File: src/rtl/na_pkg.sv
// Shared definitions for the number_analyzer sequencer: FSM encoding and
// result flag bit positions.
package na_pkg;

    typedef enum logic [2:0] {
        S_IDLE    = 3'd0,
        S_ISSUE   = 3'd1,
        S_SETTLE  = 3'd2,
        S_WAIT    = 3'd3,
        S_CAPTURE = 3'd4,
        S_GAP     = 3'd5,
        S_DONE    = 3'd6
    } state_t;

    // Bit positions inside res_flags = {timeout, pal, fib, odd}
    localparam int FLAG_ODD = 0;
    localparam int FLAG_FIB = 1;
    localparam int FLAG_PAL = 2;
    localparam int FLAG_TO  = 3;
    localparam int FLAG_W   = 4;

endpackage

File: src/rtl/na_seq_table.sv
// Operand table: DEPTH x WIDTH register file, one write port, asynchronous
// read. Contents are deliberately not reset; writes to addresses at or
// beyond DEPTH are dropped.
module na_seq_table #(
    parameter int WIDTH = 32,
    parameter int DEPTH = 5,
    parameter int IDX_W = 3
) (
    input  logic             clk_i,
    input  logic             we_i,
    input  logic [IDX_W-1:0] waddr_i,
    input  logic [WIDTH-1:0] wdata_i,
    input  logic [IDX_W-1:0] raddr_i,
    output logic [WIDTH-1:0] rdata_o
);

    logic [WIDTH-1:0] mem [DEPTH];

    // Table write; out-of-range addresses are ignored
    always_ff @(posedge clk_i) begin
        if (we_i && (waddr_i < IDX_W'(DEPTH))) begin
            mem[waddr_i] <= wdata_i;
        end
    end

    // Asynchronous read, zero for out-of-range indices
    always_comb begin
        rdata_o = '0;
        if (raddr_i < IDX_W'(DEPTH)) begin
            rdata_o = mem[raddr_i];
        end
    end

endmodule

File: src/rtl/number_sequencer.sv
// Initiator for number_analyzer: walks the operand table, pulses the
// analyzer reset per entry, waits for its ready edge (or a timeout),
// streams per-entry results and keeps running odd/fib/pal totals.
//
// Handshake: na_reset is a one-cycle "request" that launches the analyzer on
// na_number; completion is the first rising edge of na_ready seen after the
// SETTLE cycle, and the na_odd/na_fib/na_pal flags are taken on that edge.
// Downstream res_valid is a one-cycle strobe with no back-pressure;
// res_index/res_flags are only meaningful while res_valid is high.
module number_sequencer
    import na_pkg::*;
#(
    parameter int WIDTH   = 32,
    parameter int DEPTH   = 5,
    parameter int IDX_W   = 3,
    parameter int GAP     = 20,
    parameter int TIMEOUT = 1024
) (
    input  logic              clock,
    input  logic              reset,
    input  logic              enable,
    input  logic              load_we,
    input  logic [IDX_W-1:0]  load_addr,
    input  logic [WIDTH-1:0]  load_data,
    input  logic [IDX_W-1:0]  count,
    input  logic              start,
    output logic [WIDTH-1:0]  na_number,
    output logic              na_reset,
    output logic              na_enable,
    input  logic              na_ready,
    input  logic              na_odd,
    input  logic              na_fib,
    input  logic              na_pal,
    output logic              res_valid,
    output logic [IDX_W-1:0]  res_index,
    output logic [FLAG_W-1:0] res_flags,
    output logic [IDX_W-1:0]  odd_cnt,
    output logic [IDX_W-1:0]  fib_cnt,
    output logic [IDX_W-1:0]  pal_cnt,
    output logic              busy,
    output logic              done,
    output state_t            dbg_state
);

    // One counter serves both the GAP wait and the WAIT timeout
    localparam int CNT_MAX = (GAP > TIMEOUT) ? GAP : TIMEOUT;
    localparam int CNT_W   = $clog2(CNT_MAX + 1);

    state_t           state_q, state_d;
    logic [IDX_W-1:0] idx_q, idx_d;
    logic [IDX_W-1:0] n_q, n_d;
    logic [WIDTH-1:0] number_q, number_d;
    logic [CNT_W-1:0] timer_q, timer_d;
    logic             pend_q, pend_d;
    logic [2:0]       flags_q, flags_d;
    logic             to_q, to_d;
    logic [IDX_W-1:0] odd_q, odd_d, fib_q, fib_d, pal_q, pal_d;
    logic             done_q, done_d;
    logic             ready_q;

    logic [WIDTH-1:0] rd_data;
    logic [IDX_W-1:0] n_start;
    logic             ready_rise;

    assign busy       = (state_q != S_IDLE) && (state_q != S_DONE);
    assign n_start    = (count > IDX_W'(DEPTH)) ? IDX_W'(DEPTH) : count;
    assign ready_rise = na_ready & ~ready_q;

    na_seq_table #(
        .WIDTH (WIDTH),
        .DEPTH (DEPTH),
        .IDX_W (IDX_W)
    ) u_table (
        .clk_i   (clock),
        .we_i    (load_we & ~busy),
        .waddr_i (load_addr),
        .wdata_i (load_data),
        .raddr_i (idx_q),
        .rdata_o (rd_data)
    );

    // State and datapath registers; ready_q tracks na_ready every cycle
    always_ff @(posedge clock) begin
        if (reset) begin
            state_q  <= S_IDLE;
            idx_q    <= '0;
            n_q      <= '0;
            number_q <= '0;
            timer_q  <= '0;
            pend_q   <= 1'b0;
            flags_q  <= '0;
            to_q     <= 1'b0;
            odd_q    <= '0;
            fib_q    <= '0;
            pal_q    <= '0;
            done_q   <= 1'b0;
            ready_q  <= 1'b0;
        end else begin
            state_q  <= state_d;
            idx_q    <= idx_d;
            n_q      <= n_d;
            number_q <= number_d;
            timer_q  <= timer_d;
            pend_q   <= pend_d;
            flags_q  <= flags_d;
            to_q     <= to_d;
            odd_q    <= odd_d;
            fib_q    <= fib_d;
            pal_q    <= pal_d;
            done_q   <= done_d;
            ready_q  <= na_ready;
        end
    end

    // Next-state logic; enable=0 holds everything except ready-edge capture
    always_comb begin
        state_d  = state_q;
        idx_d    = idx_q;
        n_d      = n_q;
        number_d = number_q;
        timer_d  = timer_q;
        pend_d   = pend_q;
        flags_d  = flags_q;
        to_d     = to_q;
        odd_d    = odd_q;
        fib_d    = fib_q;
        pal_d    = pal_q;
        done_d   = done_q;
        case (state_q)
            S_IDLE: begin
                if (enable && start) begin
                    n_d     = n_start;
                    idx_d   = '0;
                    odd_d   = '0;
                    fib_d   = '0;
                    pal_d   = '0;
                    done_d  = (n_start == '0);
                    state_d = (n_start == '0) ? S_DONE : S_ISSUE;
                end
            end
            S_ISSUE: begin
                if (enable) begin
                    number_d = rd_data;
                    state_d  = S_SETTLE;
                end
            end
            S_SETTLE: begin
                if (enable) begin
                    timer_d = '0;
                    pend_d  = 1'b0;
                    to_d    = 1'b0;
                    state_d = S_WAIT;
                end
            end
            S_WAIT: begin
                // An edge is latched even when frozen so it is not lost
                if (ready_rise && !pend_q) begin
                    flags_d = {na_pal, na_fib, na_odd};
                    pend_d  = ~enable;
                end
                if (enable) begin
                    if (ready_rise || pend_q) begin
                        pend_d  = 1'b0;
                        state_d = S_CAPTURE;
                    end else if (timer_q == CNT_W'(TIMEOUT - 1)) begin
                        to_d    = 1'b1;
                        flags_d = '0;
                        state_d = S_CAPTURE;
                    end else begin
                        timer_d = timer_q + CNT_W'(1);
                    end
                end
            end
            S_CAPTURE: begin
                if (enable) begin
                    if (!to_q) begin
                        odd_d = odd_q + IDX_W'(flags_q[FLAG_ODD]);
                        fib_d = fib_q + IDX_W'(flags_q[FLAG_FIB]);
                        pal_d = pal_q + IDX_W'(flags_q[FLAG_PAL]);
                    end
                    if (idx_q == n_q - IDX_W'(1)) begin
                        done_d  = 1'b1;
                        state_d = S_DONE;
                    end else begin
                        idx_d   = idx_q + IDX_W'(1);
                        timer_d = '0;
                        state_d = S_GAP;
                    end
                end
            end
            S_GAP: begin
                if (enable) begin
                    if (timer_q == CNT_W'(GAP - 1)) begin
                        state_d = S_ISSUE;
                    end else begin
                        timer_d = timer_q + CNT_W'(1);
                    end
                end
            end
            S_DONE: begin
                if (enable) begin
                    state_d = S_IDLE;
                end
            end
            default: state_d = S_IDLE;
        endcase
    end

    // Strobes are gated by enable so a frozen FSM never repeats them
    always_comb begin
        na_reset  = enable && (state_q == S_ISSUE);
        res_valid = enable && (state_q == S_CAPTURE);
        na_number = (state_q == S_ISSUE) ? rd_data : number_q;
    end

    assign na_enable = busy;
    assign res_index = idx_q;
    assign res_flags = {to_q, flags_q};
    assign odd_cnt   = odd_q;
    assign fib_cnt   = fib_q;
    assign pal_cnt   = pal_q;
    assign done      = done_q;
    assign dbg_state = state_q;

endmodule

File: config.mk
export PLATFORM = sky130hd
export DESIGN_NAME = number_sequencer
export DESIGN_NICKNAME = d
export VERILOG_FILES = /design/src/rtl/na_pkg.sv /design/src/rtl/na_seq_table.sv /design/src/rtl/number_sequencer.sv
export SDC_FILE = /design/constraint.sdc
export NUM_CORES = 1
export LEC_CHECK = 0
export ABC_AREA = 1
export CAP_MARGIN = 5
export CORE_ASPECT_RATIO = 1.25
export CORE_MARGIN = 2
export CORE_UTILIZATION = 45
export CTS_BUF_LIST = sky130_fd_sc_hd__clkbuf_16
export CTS_CLUSTER_SIZE = 28
export DETAILED_ROUTE_END_ITERATION = 10
export GPL_TIMING_DRIVEN = 1
export HOLD_SLACK_MARGIN = 0.15
export PLACE_DENSITY = 0.66
export SYNTH_ARGS = -nofsm -noshare
export SYNTH_HDL_FRONTEND = slang
export SYNTH_SLANG_ARGS = --single-unit
File: constraint.sdc
create_clock -name clock -period 6.3 [get_ports clock]
set_input_delay 0.63 -clock clock [delete_from_list [all_inputs] [get_ports clock]]
set_output_delay 0.63 -clock clock [all_outputs]
set_load 0.05 [all_outputs]
Word-level counts from Yosys, hierarchy flattened
Memory sizes are Yosys's and may differ from the RTL's. A register that Yosys moved wholly into a read port is not among the register bits.
Index checks and enable logic that the tools add are counted.
Widths: inputs -> output; s select.
- add/sub/neg operators: 6
- magnitude comparators: 3
- equal/unequal tests: 26
- muxes and demuxes: 59
- bitwise logic cells: 5
- reduce and logical (&&, ||, !) cells: 23
- operator list (operator ; number):
    $mux 11 ; 8
    $mux 3 ; 27
    $mux 32 ; 2
    $pmux 11 s4 ; 1
    $ne 2x2->1 const B ; 15
    $pmux 3 s2 ; 4
    $pmux 3 s7 ; 1
    $reduce_and 9->1 ; 2
    $mux 1 ; 12
    $reduce_and 4->1 ; 3
    $add 11x1->11 const B ; 1
    $eq 11x10->1 const B ; 1
    $eq 11x5->1 const B ; 1
    $add 3x1->3 ; 3
    $eq 3x3->1 const B ; 3
    $eq 3x2->1 const B ; 2
    $logic_and 1x1->1 ; 6
    $logic_not 3->1 ; 2
    $lt 3x3->1 const B ; 2
    $ne 3x3->1 const B ; 2
    $pmux 1 s2 ; 3
    $reduce_and 2->1 ; 3
    $reduce_and 5->1 ; 1
    $reduce_bool 2->1 ; 2
    other kinds (12) ; 15
- register bits: 68
- bits in writable memories: 160
- logic and storage cells: 136
- memories: 1
- memories (name ; words ; width ; rd ports ; clocked after Yosys merged registers in ; wr ports ; RTL line ; source):
    u_table.mem ; 5 ; 32 ; 1 ; 1 ; 1 ; na_seq_table.sv:17 ; logic [WIDTH-1:0] mem [DEPTH];

Depth between registers and ports, before layout
Gate-level depths: netlist of the first run.
- depth after elaboration: 7
- depth in mapped cells: 12

Cells and area by module
Synthesis of the first run repeated with hierarchy kept, for this count alone.
- cells, all modules: 1035
- area total of the unflattened synthesis: 9823.2 µm²
- modules (own cells, without submodules) (module ; times used ; cells an instance ; area an instance (µm²) ; seq. area each (µm²)):
    na_seq_table ; 1 ; 493 ; 6238.5 ; 4804.6
    number_sequencer ; 1 ; 542 ; 3584.7 ; 1361.3

Worst setup path before layout of the first run
Ideal clock, no wire load.
- path kind: register -> register
- from: reg state_q[2], in the netlist dbg_state[2]
- to: mem u_table.mem[1][0] (enable)
- setup time: 0.505 ns
- data arrival time: 4.322 ns
- slack: 1.474 ns
- stages on the path, launching flop included: 5
- path buffers: 0
- path through: dfxtp_1 inv_4 nor3_2 o21ai_1 nor4_1
- cells in the longest elaborated chain, start to end: 7
- elaborated cells between the ends (all ways): 8
- RTL lines (what ; RTL line ; source):
    start: declaration ; number_sequencer.sv:49 ; state_t state_q, state_d;
    start signal: assignment ; number_sequencer.sv:99 ; state_q <= state_d;
    $ne 3x3->1 or $reduce_bool 3->1 (tied branches) ; number_sequencer.sv:65 ; assign busy = (state_q != S_IDLE) && (state_q != S_DONE);
    $logic_and 1x1->1 (*) ; number_sequencer.sv:65 ;
    $not 1->1 (*) ; number_sequencer.sv:75 ; .we_i (load_we & ~busy),
    $and 1x1->1 (*) ; number_sequencer.sv:75 ;
    $logic_and 1x1->1 (*) ; na_seq_table.sv:21 ; if (we_i && (waddr_i < IDX_W'(DEPTH))) begin
    $mux 1 (*) ; na_seq_table.sv:21 ;
    $mux 1 (implied by the code) (*) ; na_seq_table.sv:22 ; mem[waddr_i] <= wdata_i;
    end: declaration ; na_seq_table.sv:17 ;
Every way passes the cells marked *; elsewhere a longest branch is shown, timed or not.

Worst setup path after layout of the first run
- from: reg state_q[0], in the netlist dbg_state[0]
- to: out na_reset
- cells in the longest elaborated chain, start to end: 2
- RTL lines (what ; RTL line ; source):
    $eq 3x1->1 ; number_sequencer.sv:211 ; na_reset = enable && (state_q == S_ISSUE);
    $logic_and 1x1->1 ; number_sequencer.sv:211 ;
    end: declaration ; number_sequencer.sv:28 ; output logic na_reset,
Every way passes these cells.

==> results of run 1 <==
-- placed cells by master (no fill, tap or decap), types with 23 or more instances in the layout --
cell type	instances
nor2_1	137
o211ai_1	65
nand2_1	108
o21ai_0	103
clkbuf_16	23
inv_1	35
o21ai_1	37
edfxtp_1	160
a21oi_1	59
dfxtp_1	69
clkdlybuf4s50_1	102
nand3_1	36
-- per-layer routing --
layer	routed length, um	global-route usage	up-vias
met3	1090	0.0258	29
li1	-	-	3486
met2	10700	0.337	160
met1	9430	0.242	3381
met4	423	0.0516	0
met5	0	0	-
-- flip-flops by register name (all words and copies together) (netlist names), named ones only --
signal,cells
pend_q,1
to_q,1
done,1
ready_q,1
pal_cnt,3
odd_cnt,3
flags_q,3
fib_cnt,3
number_q,32
timer_q,11
res_index,3
dbg_state,3
n_q,3
u_table.mem,160
-- worst min path at each step --
stage                 from     end  slack, ps
floorplan           n_q[2]  n_q[2]        440
detailed placement  n_q[2]  n_q[2]        470
finish              n_q[2]  n_q[2]        480
global placement      done    done        470
CTS                 n_q[2]  n_q[2]        480
global route        n_q[2]  n_q[2]        510
-- report_power, final --
group / switching (mW) / internal [mW] / total (mW) / leakage [nW]
sequential: 0.0393 / 1.70 / 1.74 / 2.03
combinational: 0.509 / 0.227 / 0.736 / 1.61
clock: 0.538 / 0.744 / 1.28 / 0.366
total: 1.09 / 2.67 / 3.76 / 4.01
-- worst max-delay path, delay by kind of cell, from the launching register on --
family	cells	cell delay (ps)
simple gates	2	760
flops	1	580
buf+inv	2	1520
-- logic make-up (layout without fill, tap and decap cells) --
family,count (synthesis),after routing
compound gates,276,276
simple gates,317,317
flops,231,231
xor+xnor,5,5
fa+ha+maj,9,9
buf+inv,96,195
-- layout make-up --
cell class / instances / area share
Clock buffer: 23 / 0.0491
Clock inverter: 18 / 0.0115
Inverter: 40 / 0.0132
Multi-Input combinational cell: 607 / 0.270
Sequential cell: 231 / 0.531
Tap cell: 279 / 0.0298
Timing Repair Buffer: 114 / 0.0948
-- per-stage QoR --
step	cell area [sq um]	setup slack (ps)	utilization	cells
finish	11700	2300	0.546	1312
global route	11700	2110	0.546	1312
CTS	11700	2270	0.546	1312
detailed placement	11000	2600	0.513	1271
global placement	11000	2640	0.513	1271
floorplan	9790	1470	-	934
==> results.cfg, run 1 <==
[clock_network]
postCtsSetupBuffers = 0
cts_buffer_depth = 3
cts_hold_buf = 0
path_clk_slew_ps = 60
cts_tree = done
cts_buffers = 23
clk_latency_ps = 500
cts-root-buf = clkbuf_16
h-tree-depth = 1
cts_sinks = 231
cts_resized = 0

[grt]
grt_max_degree = 66
grt_pass1_vias = 6775
antenna_found_initial = 0
grt_overflow = 0
grt_first_pass_wirelength_um = 34400
grt_usage = 0.189

[finish]
antennaDiodeCount = 0
fill_cells = 1898
multi_input_area_sq_mm = 0.00317
drive_gt1_frac = 0.0833
register_area_sq_mm = 0.00623
syn_to_final_growth_pct = 19.7
fin_nets = 1073

[setup_path]
cp-start-kind = register
max_stage_delay_ps = 940
r2r-start = dbg_state[0]
crit_slowest_cell = clkdlybuf4s50_1
required_ps = 5670
rr_worst_depth = 6
reg2reg_to = u_table.mem[2][26]
crit_start = dbg_state[0]
worst_setup_path_end_kind = primary output
critPathKind = reg -> out
r2r_setup_slack_ps = 3640
path_cells = nand3_2 > nor2_4 > buf_4 > clkdlybuf4s50_1
endpoint = na_reset
arrival_ps = 3370
crit_fanout = 65

[timing]
setup_violations = 0
clock_skew_ps = 13.8
min_period_over_period = 0.635
fin_setup_tns_ps = 0
slew_violations = 0
finalCriticalPeriod_ps = 4000
rsz0062_at_grt = false
timing.fmax_mhz = 250
slew_headroom = 0.242
holdWs_ps = 476
tightestPinTransition_ps = 1130
final_hold_viol_count = 0

[synth]
yosysTopAreaCell = edfxtp_1
synth.mux.area_fraction = 0
synth_seq_area_share = 0.636
synth_commonest_cells = edfxtp_1, nor2_1, nand2_1, o21ai_0, dfxtp_1
netlist-cell-type-count = 38
synth_top_family_by_area = compound AO/OA/AOI/OAI gates
synth_edf_count = 160
syn_inst = 934
synth_warnings = 0
synthFlopType = edfxtp_1
syn-mean-instance-area_sq_um = 10.5
synthSimpleGateAreaFrac = 0.142
synth_most_common_cell = edfxtp_1
synth_seq_cells = 231
syn-num-nets = 990
synth_fa_ha_area_frac = 0.0115
synth_xor_area_frac = 0.00447
synth_compound_area_frac = 0.162
synth_top_area_frac = 0.491
ys_async_sr_fraction = 0
syn-cell-area_sq_mm = 0.00979
ys_top_cells_by_area = edfxtp_1, dfxtp_1, nor2_1, o21ai_0, o211ai_1

[drt]
routed_wl_um = 21600
wl_per_cell_um = 16.5
drc = 0
drt_iter0_drc = 513
vias = 7056
first_pass_iters = 5
drtAntennaViolNets = 0
viasPerCell = 5.38

[pwr]
powerDensity_mw_per_mm2 = 321
p_leak_nw = 4.01
ir_drop_uv = 217
total_power_mw = 3.76

[hold_path]
min_path_cells = 2
hp-class = reg -> reg

[outcome]
status = complete, no violations

[die]
die_w_um = 136
rows = 60
start_util = 0.456
die_h_um = 169
die-area_sq_mm = 0.0230
core_sq_mm = 0.0215
pin_count = 103

[placed_design]
dp_hpwl_um = 12800
routabilityCongestion = 0.835
numPortBuffers = 102

[job]
maxCapViolations = 0
No activity file was read; power rests on OpenSTA's default activity.
==> run 2, diff against run 1 <==
==> constraint.sdc (replaced) <==
create_clock -name clock -period 4.2 [get_ports clock]
set_input_delay 0.42 -clock clock [delete_from_list [all_inputs] [get_ports clock]]
set_output_delay 0.42 -clock clock [all_outputs]
set_load 0.05 [all_outputs]
==> run 2 against run 1 <==
Against the previous run: total power grew 51%; first-iteration DRC count grew 13%; critical path depth rose by 4; register-to-register slack lost 2200 ps; flip-flop and latch count did not move; hold slack worse by 0.94 ps; design area increased by 0.76%; final cell count increased by 0.61%; critical path type unchanged.
==> results.cfg, run 2 (synthesis results as in run 1) <==
[grt]
grt_overflow = 0
antenna_found_initial = 0
grt_first_pass_wirelength_um = 34400
grt_pass1_vias = 6807
grt_usage = 0.189
grt_max_degree = 40

[clock_network]
path_clk_slew_ps = 60
cts_sinks = 231
postCtsSetupBuffers = 0
h-tree-depth = 1
cts_resized = 0
cts_buffers = 24
cts_hold_buf = 0
cts_tree = done
clk_latency_ps = 510
cts_buffer_depth = 3
cts-root-buf = clkbuf_16

[timing]
tightestPinTransition_ps = 1050
min_period_over_period = 0.881
timing.fmax_mhz = 270
slew_violations = 0
finalCriticalPeriod_ps = 3700
setup_violations = 0
rsz0062_at_grt = false
fin_setup_tns_ps = 0
slew_headroom = 0.298
clock_skew_ps = 5.43
final_hold_viol_count = 0

[pwr]
ir_drop_uv = 383
total_power_mw = 5.69
powerDensity_mw_per_mm2 = 481
p_leak_nw = 4.04

[drt]
drc = 0
viasPerCell = 5.41
routed_wl_um = 21800
first_pass_iters = 5
drt_iter0_drc = 578
drtAntennaViolNets = 0
vias = 7138
wl_per_cell_um = 16.5

[finish]
fin_nets = 1081
drive_gt1_frac = 0.0932
top_regs = u_table.mem (160), number_q (32), timer_q (11)
syn_to_final_growth_pct = 20.6
regMostFlops = u_table.mem
mostFrequentLayoutCells = edfxtp_1, nor2_1, nand2_1
largest_reg_flops = 160
instances_no_fill = 1320
fill_cells = 1883
antennaDiodeCount = 0
final_common_cell = edfxtp_1

[placed_design]
dp.cells = 1278
dp_hpwl_um = 14100
routabilityCongestion = 0.866
numPortBuffers = 102

[setup_path]
cp-start-kind = register
required_ps = 3780
critPathKind = reg -> out
rr_worst_depth = 6
arrival_ps = 3280
reg2reg_to = number_q[3]
worst_setup_path_end_kind = primary output
r2r_setup_slack_ps = 1470
r2r-start = dbg_state[0]
crit_fanout = 36

[die]
start_util = 0.456
rows = 60
pin_count = 103
die_h_um = 169
die_w_um = 136
die-area_sq_mm = 0.0230
core_sq_mm = 0.0215

[outcome]
status = complete, no violations

[hold_path]
min_path_cells = 3
whs_endpoint = ready_q
hold_start = na_ready
hp-class = in -> reg

[job]
maxCapViolations = 0
run 2: area by class of cell:
cell class	instances	area, sq um	share of cell area
Multi-Input combinational cell	607	3170	0.269
Timing Repair Buffer	121	1170	0.0994
Tap cell	279	349	0.0296
Inverter	40	155	0.0131
Clock buffer	25	626	0.0530
Sequential cell	231	6230	0.527
Clock inverter	17	103	0.00869
run 2: critical path, cell delays in order (launching register included):
cell	delay [ps]
dfxtp_2	750
buf_4	420
nor2_1	90
nor2_1	100
o21ai_0	100
o211ai_1	100
o211ai_1	130
o21ai_0	240
clkdlybuf4s50_1	830
run 2: per-layer routing:
metal  vias to the layer above  wire (um)  global-route usage
met4                         0        539              0.0589
li1                       3515          -                   -
met1                      3427       8990               0.228
met5                         -          0                   0
met3                        38        974              0.0261
met2                       158      11300               0.345
run 2: worst max path at each step:
stage	start	depth (start not counted)	slack, ps	to
6_report	register	8	500	na_number[22]
5_1_grt	register	8	310	na_number[29]
4_1_cts	register	8	450	na_number[22]
3_5_place_dp	register	8	990	na_number[22]
3_3_place_gp	register	6	1060	na_number[23]
2_1_floorplan	dbg_state[2]	5	30	u_table.mem[0][0]
run 2: power breakdown:
group	internal [mW]	switching, mW
registers	2.56	0.0618
clock network	1.13	0.827
logic	0.350	0.761
run 2: metrics by stage:
step,utilization,worst slack [ps],hold WS (ps),instance area (sq um)
final,0.550,498,475,11800
after global routing,0.550,307,481,11800
after CTS,0.550,448,456,11800
after detailed placement,0.516,990,473,11100
after global placement,0.516,1060,456,11100
after floorplan,-,31.9,442,9800
==> run 3, diff against run 2 <==
--- a/config.mk
+++ b/config.mk
@@ -10,7 +10,7 @@
 export CORE_ASPECT_RATIO = 1.25
 export CORE_MARGIN = 2
 export CORE_UTILIZATION = 45
-export CTS_BUF_LIST = sky130_fd_sc_hd__clkbuf_16
+export CTS_BUF_LIST = sky130_fd_sc_hd__clkbuf_2
 export CTS_CLUSTER_SIZE = 28
 export DETAILED_ROUTE_END_ITERATION = 10
 export GPL_TIMING_DRIVEN = 1
==> run 3 against run 2 <==
Against the previous run: maximum frequency decreased by 4.6%; sequential power barely moved; design area fell by 1.7%; largest cell class unchanged; largest power group unchanged; global-route usage up 0.38 points; clock-buffer cell count up 55.
==> results.cfg, run 3 (synthesis results as in run 1) <==
[outcome]
status = complete, no violations

[job]
maxCapViolations = 0

[drt]
first_pass_iters = 5
viasPerCell = 5.29
wl_per_cell_um = 15.8
vias = 7310
drc = 0
drtAntennaViolNets = 0
routed_wl_um = 21900
drt_iter0_drc = 426

[setup_path]
arrival_ps = 3460
max_stage_delay_ps = 840
crit_fanout = 17
critPathKind = reg -> out
path_buf_inv = 2
cp_top_family = buffers and inverters
crit_slowest_cell = clkdlybuf4s50_1
required_ps = 3780
path_cells = o21ai_2 > buf_4 > o211ai_1 > o21ai_0 > clkdlybuf4s50_1
cp-start-kind = register
worst_setup_path_end_kind = primary output

[pwr]
p_int_mw = 3.42
p_seq_frac = 0.514
powerDensity_mw_per_mm2 = 438
pwr-share-comb = 0.219
switching_share = 0.329
pwr-share-clk = 0.267
ir_drop_uv = 266
p_leak_nw = 4.07
power_switching_mw = 1.67

[clock_network]
cts_buffers = 54
cts-root-buf = clkbuf_2
h-tree-depth = 2
clk_latency_ps = 810
cts_sinks = 231
cts_tree = done
cts_buffer_depth = 3
path_clk_slew_ps = 110
postCtsSetupBuffers = 0

[die]
core_sq_mm = 0.0215
die-area_sq_mm = 0.0230
pin_count = 103
start_util = 0.456
rows = 60
die_h_um = 169
die_w_um = 136

[timing]
clock_skew_ps = 60.1
slew_headroom = 0.305
timing.fmax_mhz = 258
final_hold_viol_count = 0
min_period_over_period = 0.923
setup_violations = 0
rsz0062_at_grt = false
fin_setup_tns_ps = 0
slew_violations = 0
tightestPinTransition_ps = 1040
finalCriticalPeriod_ps = 3880

[finish]
fill_cells = 1947
final_common_cell = edfxtp_1
multi_input_area_sq_mm = 0.00317
fin_nets = 1115
instances_no_fill = 1382
largest_reg_flops = 160
register_area_sq_mm = 0.00623
mostFrequentLayoutCells = edfxtp_1, nor2_1, nand2_1
drive_gt1_frac = 0.137
regMostFlops = u_table.mem
syn_to_final_growth_pct = 18.5
top_regs = u_table.mem (160), number_q (32), timer_q (11)

[placed_design]
dp_hpwl_um = 14100
dp.cells = 1278
routabilityCongestion = 0.866
numPortBuffers = 102

[grt]
grt_busiest_layer = met2
globalRouteMet2Util = 0.345
grt_usage = 0.192
antenna_found_initial = 1
grt_pass1_vias = 7041
grt_use_met3 = 0.0401
grt_first_pass_wirelength_um = 34800
grt_max_degree = 40
grtUsageMet1 = 0.227
grt_overflow = 0

[hold_path]
hp-class = in -> reg
## run 3: cell types whose count changed in the layout (fill, tap and decap cells not counted), sizes merged, moves of 2 or more
cell	change
clkbuf	+55
clkinv	+7
dlygate4sd3	+4
clkinvlp	-2
inv	-2
## run 3: per-layer routing
layer	vias to the layer above	share of wire
li1	3614	-
met5	-	0
met4	0	0.023
met2	177	0.52
met1	3484	0.40
met3	35	0.051
## run 3: metrics by stage
step                setup slack (ps)  hold slack [ps]  area [sq um]  power, mW  utilization
floorplan                       31.9              442          9800       3.42            -
global placement                1060              456         11100       3.77        0.516
detailed placement               990              473         11100       3.78        0.516
CTS                              107              190         11600       5.15        0.540
global route                    77.2              203         11600       5.35        0.540
finish                           322              277         11600       5.09        0.540
## run 3: final cells by class
| cell class | count | area share |
|---|---|---|
| Sequential cell | 231 | 0.537 |
| Multi-Input combinational cell | 607 | 0.274 |
| Timing Repair Buffer | 125 | 0.105 |
| Clock buffer | 80 | 0.0345 |
| Tap cell | 279 | 0.0301 |
| Inverter | 40 | 0.0134 |
| Clock inverter | 19 | 0.00669 |
| Antenna cell | 1 | 0.000216 |
## run 3: worst paths after layout
path           startpoint            to  slack [ps]  cells past startpoint
max          res_index[0]  na_number[6]         320                      5
min              count[1]        n_q[1]         280                      3
max reg2reg  dbg_state[0]   number_q[5]        1440                      6
min reg2reg        n_q[2]        n_q[2]         480                      2
## run 3: power groups by stage
stage | Sequential, mW | Combinational [mW] | Clock (mW)
2_1_floorplan | 2.67 | 0.752 | 0
3_3_place_gp | 2.66 | 1.11 | 0
3_5_place_dp | 2.66 | 1.12 | 0
4_1_cts | 2.61 | 1.13 | 1.42
5_1_grt | 2.62 | 1.19 | 1.53
6_report | 2.61 | 1.12 | 1.36
## run 3: tightest hold or removal path: stages
cell	delay (ps)
clkdlybuf4s50_1	410
inv_1	80
o32ai_1	90
## run 3: what timing repair did
| item | 4_1_cts | 5_1_grt |
|---|---|---|
| endpoints found under the setup margin | 0 | 7 |
| resized for setup | 0 | 1 |
| hold buffers | 4 | 0 |
| endpoints found under the hold margin | 4 | 0 |
